`src/rtl/traffic_sequencer_if.sv`:
```
// Traffic sequencer signal bundle.
//
// Groups the time base, the left-turn sensors and the sequencer outputs.
//   tick       : single-cycle time-base enable (one pulse per timing unit)
//   leftReqNS  : north/south left-turn sensor (level or pulse)
//   leftReqEW  : east/west left-turn sensor (level or pulse)
//   stateOut   : 3-bit phase code for the LED decoder
//   timeLeft   : ticks remaining in the current phase, minus one
//   phaseDone  : one-cycle pulse when a phase transition registers
//   pendNS     : latched north/south left request
//   pendEW     : latched east/west left request
//
// slave  : the sequencer side (consumes tick/requests, drives status).
// master : the controlling side (drives tick/requests, observes status).
interface traffic_sequencer_if;
    logic       tick;
    logic       leftReqNS;
    logic       leftReqEW;
    logic [2:0] stateOut;
    logic [7:0] timeLeft;
    logic       phaseDone;
    logic       pendNS;
    logic       pendEW;

    modport slave (
        input  tick,
        input  leftReqNS,
        input  leftReqEW,
        output stateOut,
        output timeLeft,
        output phaseDone,
        output pendNS,
        output pendEW
    );

    modport master (
        output tick,
        output leftReqNS,
        output leftReqEW,
        input  stateOut,
        input  timeLeft,
        input  phaseDone,
        input  pendNS,
        input  pendEW
    );
endinterface

```
`src/rtl/traffic_sequencer.sv`:
```
// Eight-phase traffic-light sequencer with demand-driven protected left turns.
//
// Phases cycle NS green, NS yellow, all-red A, [EW left], EW green, EW yellow,
// all-red B, [NS left]. Each phase lasts its configured number of ticks; the
// left phases are inserted only when a request for that direction is pending.
//
// Ports:
//   clk    : the only clock, rising edge
//   reset  : synchronous active-high reset
//   bus    : traffic_sequencer_if.slave (tick, left requests in; phase status out)
//
// All outputs come straight from flops; there is no input-to-output path.
module traffic_sequencer #(
    parameter int unsigned T_GREEN  = 10,
    parameter int unsigned T_YELLOW = 3,
    parameter int unsigned T_ALLRED = 1,
    parameter int unsigned T_LEFT   = 5
) (
    input  logic               clk,
    input  logic               reset,
    traffic_sequencer_if.slave bus
);

    typedef enum logic [2:0] {
        NsGreen  = 3'd0,
        NsYellow = 3'd1,
        AllRedA  = 3'd2,
        EwLeft   = 3'd3,
        EwGreen  = 3'd4,
        EwYellow = 3'd5,
        AllRedB  = 3'd6,
        NsLeft   = 3'd7
    } phase_e;

    // Counter reload values: the counter runs from duration-1 down to 0.
    localparam logic [7:0] LoadGreen  = 8'(T_GREEN - 1);
    localparam logic [7:0] LoadYellow = 8'(T_YELLOW - 1);
    localparam logic [7:0] LoadAllRed = 8'(T_ALLRED - 1);
    localparam logic [7:0] LoadLeft   = 8'(T_LEFT - 1);

    phase_e     state_q, state_d;
    logic [7:0] time_left_q, time_left_d;
    logic       phase_done_q, phase_done_d;
    logic       pend_ns_q, pend_ns_d;
    logic       pend_ew_q, pend_ew_d;

    function automatic logic [7:0] load_value(input phase_e p);
        logic [7:0] v;
        case (p)
            NsGreen, EwGreen:   v = LoadGreen;
            NsYellow, EwYellow: v = LoadYellow;
            AllRedA, AllRedB:   v = LoadAllRed;
            default:            v = LoadLeft;
        endcase
        return v;
    endfunction

    always_comb begin
        state_d      = state_q;
        time_left_d  = time_left_q;
        phase_done_d = 1'b0;
        // A request for a left phase that is currently running is ignored,
        // so a held sensor re-arms only once the phase has been left.
        pend_ns_d    = pend_ns_q | (bus.leftReqNS & (state_q != NsLeft));
        pend_ew_d    = pend_ew_q | (bus.leftReqEW & (state_q != EwLeft));

        if (bus.tick) begin
            if (time_left_q == 8'd0) begin
                case (state_q)
                    NsGreen:  state_d = NsYellow;
                    NsYellow: state_d = AllRedA;
                    // Decision point: a same-cycle request is honoured too.
                    AllRedA:  state_d = (pend_ew_q | bus.leftReqEW) ? EwLeft : EwGreen;
                    EwLeft:   state_d = EwGreen;
                    EwGreen:  state_d = EwYellow;
                    EwYellow: state_d = AllRedB;
                    AllRedB:  state_d = (pend_ns_q | bus.leftReqNS) ? NsLeft : NsGreen;
                    NsLeft:   state_d = NsGreen;
                    default:  state_d = NsGreen;
                endcase
                time_left_d  = load_value(state_d);
                phase_done_d = 1'b1;
                // Entering a left phase serves its request; clear beats set.
                if (state_d == EwLeft) begin
                    pend_ew_d = 1'b0;
                end
                if (state_d == NsLeft) begin
                    pend_ns_d = 1'b0;
                end
            end else begin
                time_left_d = time_left_q - 8'd1;
            end
        end
    end

    always_ff @(posedge clk) begin
        if (reset) begin
            state_q      <= NsGreen;
            time_left_q  <= LoadGreen;
            phase_done_q <= 1'b0;
            pend_ns_q    <= 1'b0;
            pend_ew_q    <= 1'b0;
        end else begin
            state_q      <= state_d;
            time_left_q  <= time_left_d;
            phase_done_q <= phase_done_d;
            pend_ns_q    <= pend_ns_d;
            pend_ew_q    <= pend_ew_d;
        end
    end

    assign bus.stateOut  = state_q;
    assign bus.timeLeft  = time_left_q;
    assign bus.phaseDone = phase_done_q;
    assign bus.pendNS    = pend_ns_q;
    assign bus.pendEW    = pend_ew_q;

endmodule

```
`src/flat_wrapper.sv`:
```
// flat-port wrapper written by rule: the top's interface ports become plain ports
module traffic_sequencer_flat 
#(
    parameter int unsigned T_GREEN  = 10,
    parameter int unsigned T_YELLOW = 3,
    parameter int unsigned T_ALLRED = 1,
    parameter int unsigned T_LEFT   = 5
)
  (clk, reset, bus_tick, bus_leftReqNS, bus_leftReqEW, bus_stateOut, bus_timeLeft, bus_phaseDone, bus_pendNS, bus_pendEW);
  traffic_sequencer_if bus_i ();
  input  logic clk;
  input  logic reset;
  input wire logic [$bits(bus_i.tick)-1:0] bus_tick;
  input wire logic [$bits(bus_i.leftReqNS)-1:0] bus_leftReqNS;
  input wire logic [$bits(bus_i.leftReqEW)-1:0] bus_leftReqEW;
  output wire logic [$bits(bus_i.stateOut)-1:0] bus_stateOut;
  output wire logic [$bits(bus_i.timeLeft)-1:0] bus_timeLeft;
  output wire logic [$bits(bus_i.phaseDone)-1:0] bus_phaseDone;
  output wire logic [$bits(bus_i.pendNS)-1:0] bus_pendNS;
  output wire logic [$bits(bus_i.pendEW)-1:0] bus_pendEW;
  assign bus_i.tick = bus_tick;
  assign bus_i.leftReqNS = bus_leftReqNS;
  assign bus_i.leftReqEW = bus_leftReqEW;
  assign bus_stateOut = bus_i.stateOut;
  assign bus_timeLeft = bus_i.timeLeft;
  assign bus_phaseDone = bus_i.phaseDone;
  assign bus_pendNS = bus_i.pendNS;
  assign bus_pendEW = bus_i.pendEW;
  traffic_sequencer #(.T_GREEN(T_GREEN), .T_YELLOW(T_YELLOW), .T_ALLRED(T_ALLRED), .T_LEFT(T_LEFT)) u_core (.clk(clk), .reset(reset), .bus(bus_i));
endmodule
```
`config.mk`:
```
export PLATFORM = sky130hd
export DESIGN_NAME = traffic_sequencer_flat
export DESIGN_NICKNAME = d
export VERILOG_FILES = /design/src/rtl/traffic_sequencer_if.sv /design/src/rtl/traffic_sequencer.sv /design/src/flat_wrapper.sv
export SDC_FILE = /design/constraint.sdc
export NUM_CORES = 1
export LEC_CHECK = 0
export BUFFER_PORTS_ARGS = -buffer_cell sky130_fd_sc_hd__buf_2
export CAP_MARGIN = 0
export CORE_MARGIN = 5
export CORE_UTILIZATION = 45
export DETAILED_ROUTE_END_ITERATION = 10
export PLACE_DENSITY_LB_ADDON = 0.25
export SYNTH_ARGS = -nofsm -noshare
export SYNTH_HDL_FRONTEND = slang
export SYNTH_SLANG_ARGS = --single-unit
```
`constraint.sdc`:
```
create_clock -name clk -period 2.1 [get_ports clk]
set_clock_uncertainty 0.1 [all_clocks]
set_input_delay 0.315 -clock clk [delete_from_list [all_inputs] [get_ports clk]]
set_output_delay 0.315 -clock clk [all_outputs]
set_load 0.005 [all_outputs]
```
Word level (Yosys, flattened, before mapping):

Index checks and enable logic that the tools add are counted.

* register bits: 14
* input port bits: 5
* output and inout port bits: 14
* word-level logic and storage cells: 51

* add/sub/neg operators: 1
* equal/unequal tests: 16
* multiplexer cells: 14
* bitwise operators: 7
* reductions and logical operators: 8

Operators with widths (count)
* $eq 3x3->1 const B: 8
* $pmux 3 s8: 1
* $eq 3x2->1 const B: 4
* $mux 3: 4
* $pmux 4 s3: 1
* $logic_not 8->1: 1
* $mux 8: 1
* $reduce_or 2->1: 4
* $sub 8x1->8 const B: 1
* $mux 1: 7
* $eq 3x1->1 const B: 2
* $logic_not 3->1: 2
* $or 1x1->1: 4
* $ne 3x2->1 const B: 1
* $ne 3x3->1 const B: 1
* $and 1x1->1: 2
* $reduce_and 2->1: 1
* $not 1->1: 1

Longest topological paths before layout:

* word-level depth: 9
* gate-level depth with buffers: 6
* gate-level depth less buffers: 6

Worst setup path after synthesis:

No wires, ideal clock.

* path kind: register to register
* start point: register u_core.time_left_q[0] (netlist: u_core.bus.timeLeft[0])
* end point: register u_core.state_q[2] (netlist: u_core.bus.stateOut[2])
* setup time: 0.071 ns
* arrival: 1.455 ns
* data required time: 1.929 ns
* slack: 0.474 ns
* stages on the path, launching flop included: 7
* buffers on the path: 0
* clock period less this slack: 1.626 ns
* cells stage by stage: dfxtp_1 > inv_1 > ha_1 > and4bb_2 > nand3_2 > or3_1 > a21oi_1

* longest elaborated chain between the ends: 2

RTL lines
* from (decl): line traffic_sequencer.sv:42 `logic [7:0] time_left_q, time_left_d;`
* from (signal assigned): line traffic_sequencer.sv:99 `time_left_q <= LoadGreen;`
* from (signal assigned): line traffic_sequencer.sv:105 `time_left_q <= time_left_d;`
* $logic_not 8->1: line traffic_sequencer.sv:68 `if (time_left_q == 8'd0) begin`
* $reduce_and 2->1 (no line)
* to (signal assigned): line traffic_sequencer.sv:98 `state_q <= NsGreen;`
* to (signal assigned): line traffic_sequencer.sv:104 `state_q <= state_d;`
* to (decl): line traffic_sequencer.sv:41 `phase_e state_q, state_d;`

Every way passes these cells.
A chain may end at the register's enable or synchronous reset.

Worst setup path in the final report:

Ends and elaborated chain as after synthesis.

==> results.yml <==
clock_tree:
  root_buffer: "clkbuf_4"
  post_cts_buffers: 0
  cts_made_buffers: 3
  cts_tree: "yes"
  clockBufferDepth: 2
  clk_pin_slew_ns: 0.08
  clkLatencyLatePin_ns: 0.29
  clock-sinks: 14
  cts_resized: 0
  cts_hold_buf: 0
  htree_levels: 1
sta:
  setup_violations: 0
  layout_setup_ws_ns: 0.348
  hold_violations: 0
  rsz0062_at_grt: "false"
  slew_violations: 0
  slew_headroom: 0.742
  layout_min_cycle_time_ns: 1.75
  setup_tns_ns: 0
  whs_ns: 0.248
  worst_pin_slew_ns: 0.384
  fin_crit_sh: 0.834
  fmax_ghz: 0.571
route:
  routed_wl_microns: 1560
  wire_per_inst_microns: 12.6
  post-route-drc-count: 0
  drt.antenna.violating_nets: 0
  via_count: 701
  drt_iter0_drc: 7
  via_per_inst: 5.65
  firstDrtPassIters: 4
worst_setup_path:
  worstReg2RegStart: "u_core.bus.timeLeft[0]$_SDFFE_PP1P_"
  r2r_slack_ns: 0.35
  cp_max_fo: 5
  reg2reg_depth: 6
  crit_slowest_cell: "or3_1"
  r2r_end: "u_core.bus.stateOut[2]$_SDFFE_PP0P_"
  worstPathCellList: "inv_1, ha_1, and4bb_2, nand3_2, or3_1, a21oi_1"
  path_depth: 6
  critPathArrivalTime_ns: 1.87
  crit_type: "reg -> reg"
  startpoint_type: "flip-flop"
  cp_slowest_stage_delay_ns: 0.37
  crit_family: "simple AND/OR/NAND/NOR gates"
  crit_buf_inv: 1
  crit_required_ns: 2.22
  setup.worst_path.end_class: "flip-flop"
worst_hold_path:
  min_from: "bus_leftReqNS"
  hp-class: "in -> reg"
  whs_endpoint: "u_core.bus.pendNS$_SDFF_PP0_"
  worst_hold_path.num_cells: 3
layout:
  nets: 116
  num-fill-cells: 150
  area_growth_pct: 18.6
  drive_above_1_share: 0.287
  final_common_cell: "buf_2"
  antenna_cells: 0
  final_cell_mix: "18 x buf_2, 14 x dfxtp_1, 11 x a21oi_1"
grt:
  grt_start_max_net_pins: 15
  grt_pass1_wl_microns: 2640
  grt_overflow: 0
  grt_pass1_vias: 638
  grt_usage: 0.129
  antenna_found_initial: 0
pwr:
  powerDensity_nw_per_um2: 632
  ir_drop_uv: 356
  finalPower_mw: 0.559
  p_leak_nw: 0.361
synthesis:
  synthAdderAreaFrac: 0.0336
  yosysUniqueCellTypes: 30
  yosysWarnings: 0
  yosysSeqAreaShare: 0.376
  synth_top_area_share: 0.376
  synthXorXnorAreaFrac: 0.0235
  synthCells: 88
  netlist_top_cells_area: "dfxtp_1 38%, a21oi_1 7.4%, nor2_1 5.0%"
  synth_top_family_by_area: "simple AND/OR/NAND/NOR gates"
  synth.cell_area_sq_um: 746
  synth_seq_cells: 14
  avgSynthCellArea_sq_um: 8.47
  synth_fp_nets: 95
  yosysTopAreaCell: "dfxtp_1"
  synth_compound_area_frac: 0.185
  synthMuxAreaShare: 0
  synth-simple-area-share: 0.337
run:
  cap_viol_max_count: 0
floorplanning:
  die_h_microns: 50.7
  io_pins: 19
  core-area_sq_um: 1540
  rows: 14
  chipWidth_microns: 50.7
  dieArea_sq_um: 2570
  start_util: 0.484
place:
  pre_cts_ws_ns: 0.360
  place.port_buffers: 18
  hpwl_microns: 1170
  place_congestion: 0.792
outcome:
  status: "finished clean"
## flip-flops by register name, summed over array words and instances (netlist names)
name / count
u_core.bus.timeLeft: 8
u_core.bus.stateOut: 3
u_core.bus.pendEW: 1
u_core.bus.pendNS: 1
u_core.bus.phaseDone: 1
## tightest hold or removal path, stage by stage
cell and delay [ns]:
buf_2 0.10, a21oi_1 0.11, a211oi_1 0.05
## cells by family (layout without fill, tap and decap cells)
family          count (synthesis)  in the layout
simple gates                   39             39
compound gates                 23             23
flops                          14             14
buf+inv                         8             28
fa+ha+maj                       2              2
xor+xnor                        2              2
## metal layers
layer  track usage  part of all wire
met5             0                 0
met1         0.133              0.42
met3        0.0562             0.070
met4        0.0255            0.0070
met2         0.240              0.50
## how the worst max path moves through the flow
stage	from	endpoint	slack (ns)
final	u_core.bus.timeLeft[0]$_SDFFE_PP1P_	u_core.bus.stateOut[2]$_SDFFE_PP0P_	0.35
after global routing	u_core.bus.timeLeft[3]$_SDFFE_PP1P_	u_core.bus.timeLeft[1]$_SDFFE_PP0P_	0.21
after CTS	u_core.bus.timeLeft[3]$_SDFFE_PP1P_	u_core.bus.timeLeft[1]$_SDFFE_PP0P_	0.34
after detailed placement	u_core.bus.timeLeft[3]$_SDFFE_PP1P_	u_core.bus.timeLeft[1]$_SDFFE_PP0P_	0.36
after global placement	u_core.bus.timeLeft[0]$_SDFFE_PP1P_	u_core.bus.stateOut[2]$_SDFFE_PP0P_	0.38
after floorplan	u_core.bus.timeLeft[0]$_SDFFE_PP1P_	u_core.bus.stateOut[2]$_SDFFE_PP0P_	0.47
## power breakdown
group          switching, mW  total (mW)  internal [mW]  leakage [nW]
Sequential            0.0119       0.287          0.275         0.114
Clock                 0.0917       0.197          0.106        0.0210
Combinational         0.0383      0.0746         0.0364         0.226
Total                  0.142       0.559          0.417         0.361
## metrics by stage
step / area [sq um] / std cells / util
2_1_floorplan: 746 / 88 / -
3_3_place_gp: 848 / 120 / 0.550
3_5_place_dp: 848 / 120 / 0.550
4_1_cts: 885 / 124 / 0.574
5_1_grt: 885 / 124 / 0.574
6_report: 885 / 124 / 0.574
## layout make-up
type                    instances  area [sq um]  share of cell area
clock buffers                   4          36.3              0.0410
repair buffers                 19          97.6               0.110
well taps                      16          20.0              0.0226
flip-flops and latches         14           280               0.317
inverters                       5          18.8              0.0212
multi-input cells              66           432               0.488
## Yosys cell counts, drive strengths merged
cell and instances:
nor3 7, nand3 4, and2 1, o21bai 1, dfxtp 14, nand3b 1
or4 1, xnor2 2, clkbuf 2, a211oi 2, nand2 6, or4b 2
or3 2, a21oi 11, ha 2, nand4b 1, and4bb 1, nor4 2
a311o 1, buf 1, o211ai 2, and3 1, nor2 10, o41ai 1
inv 5, o21ai 4, a31oi 1
Power figures use the tool's default switching activity.
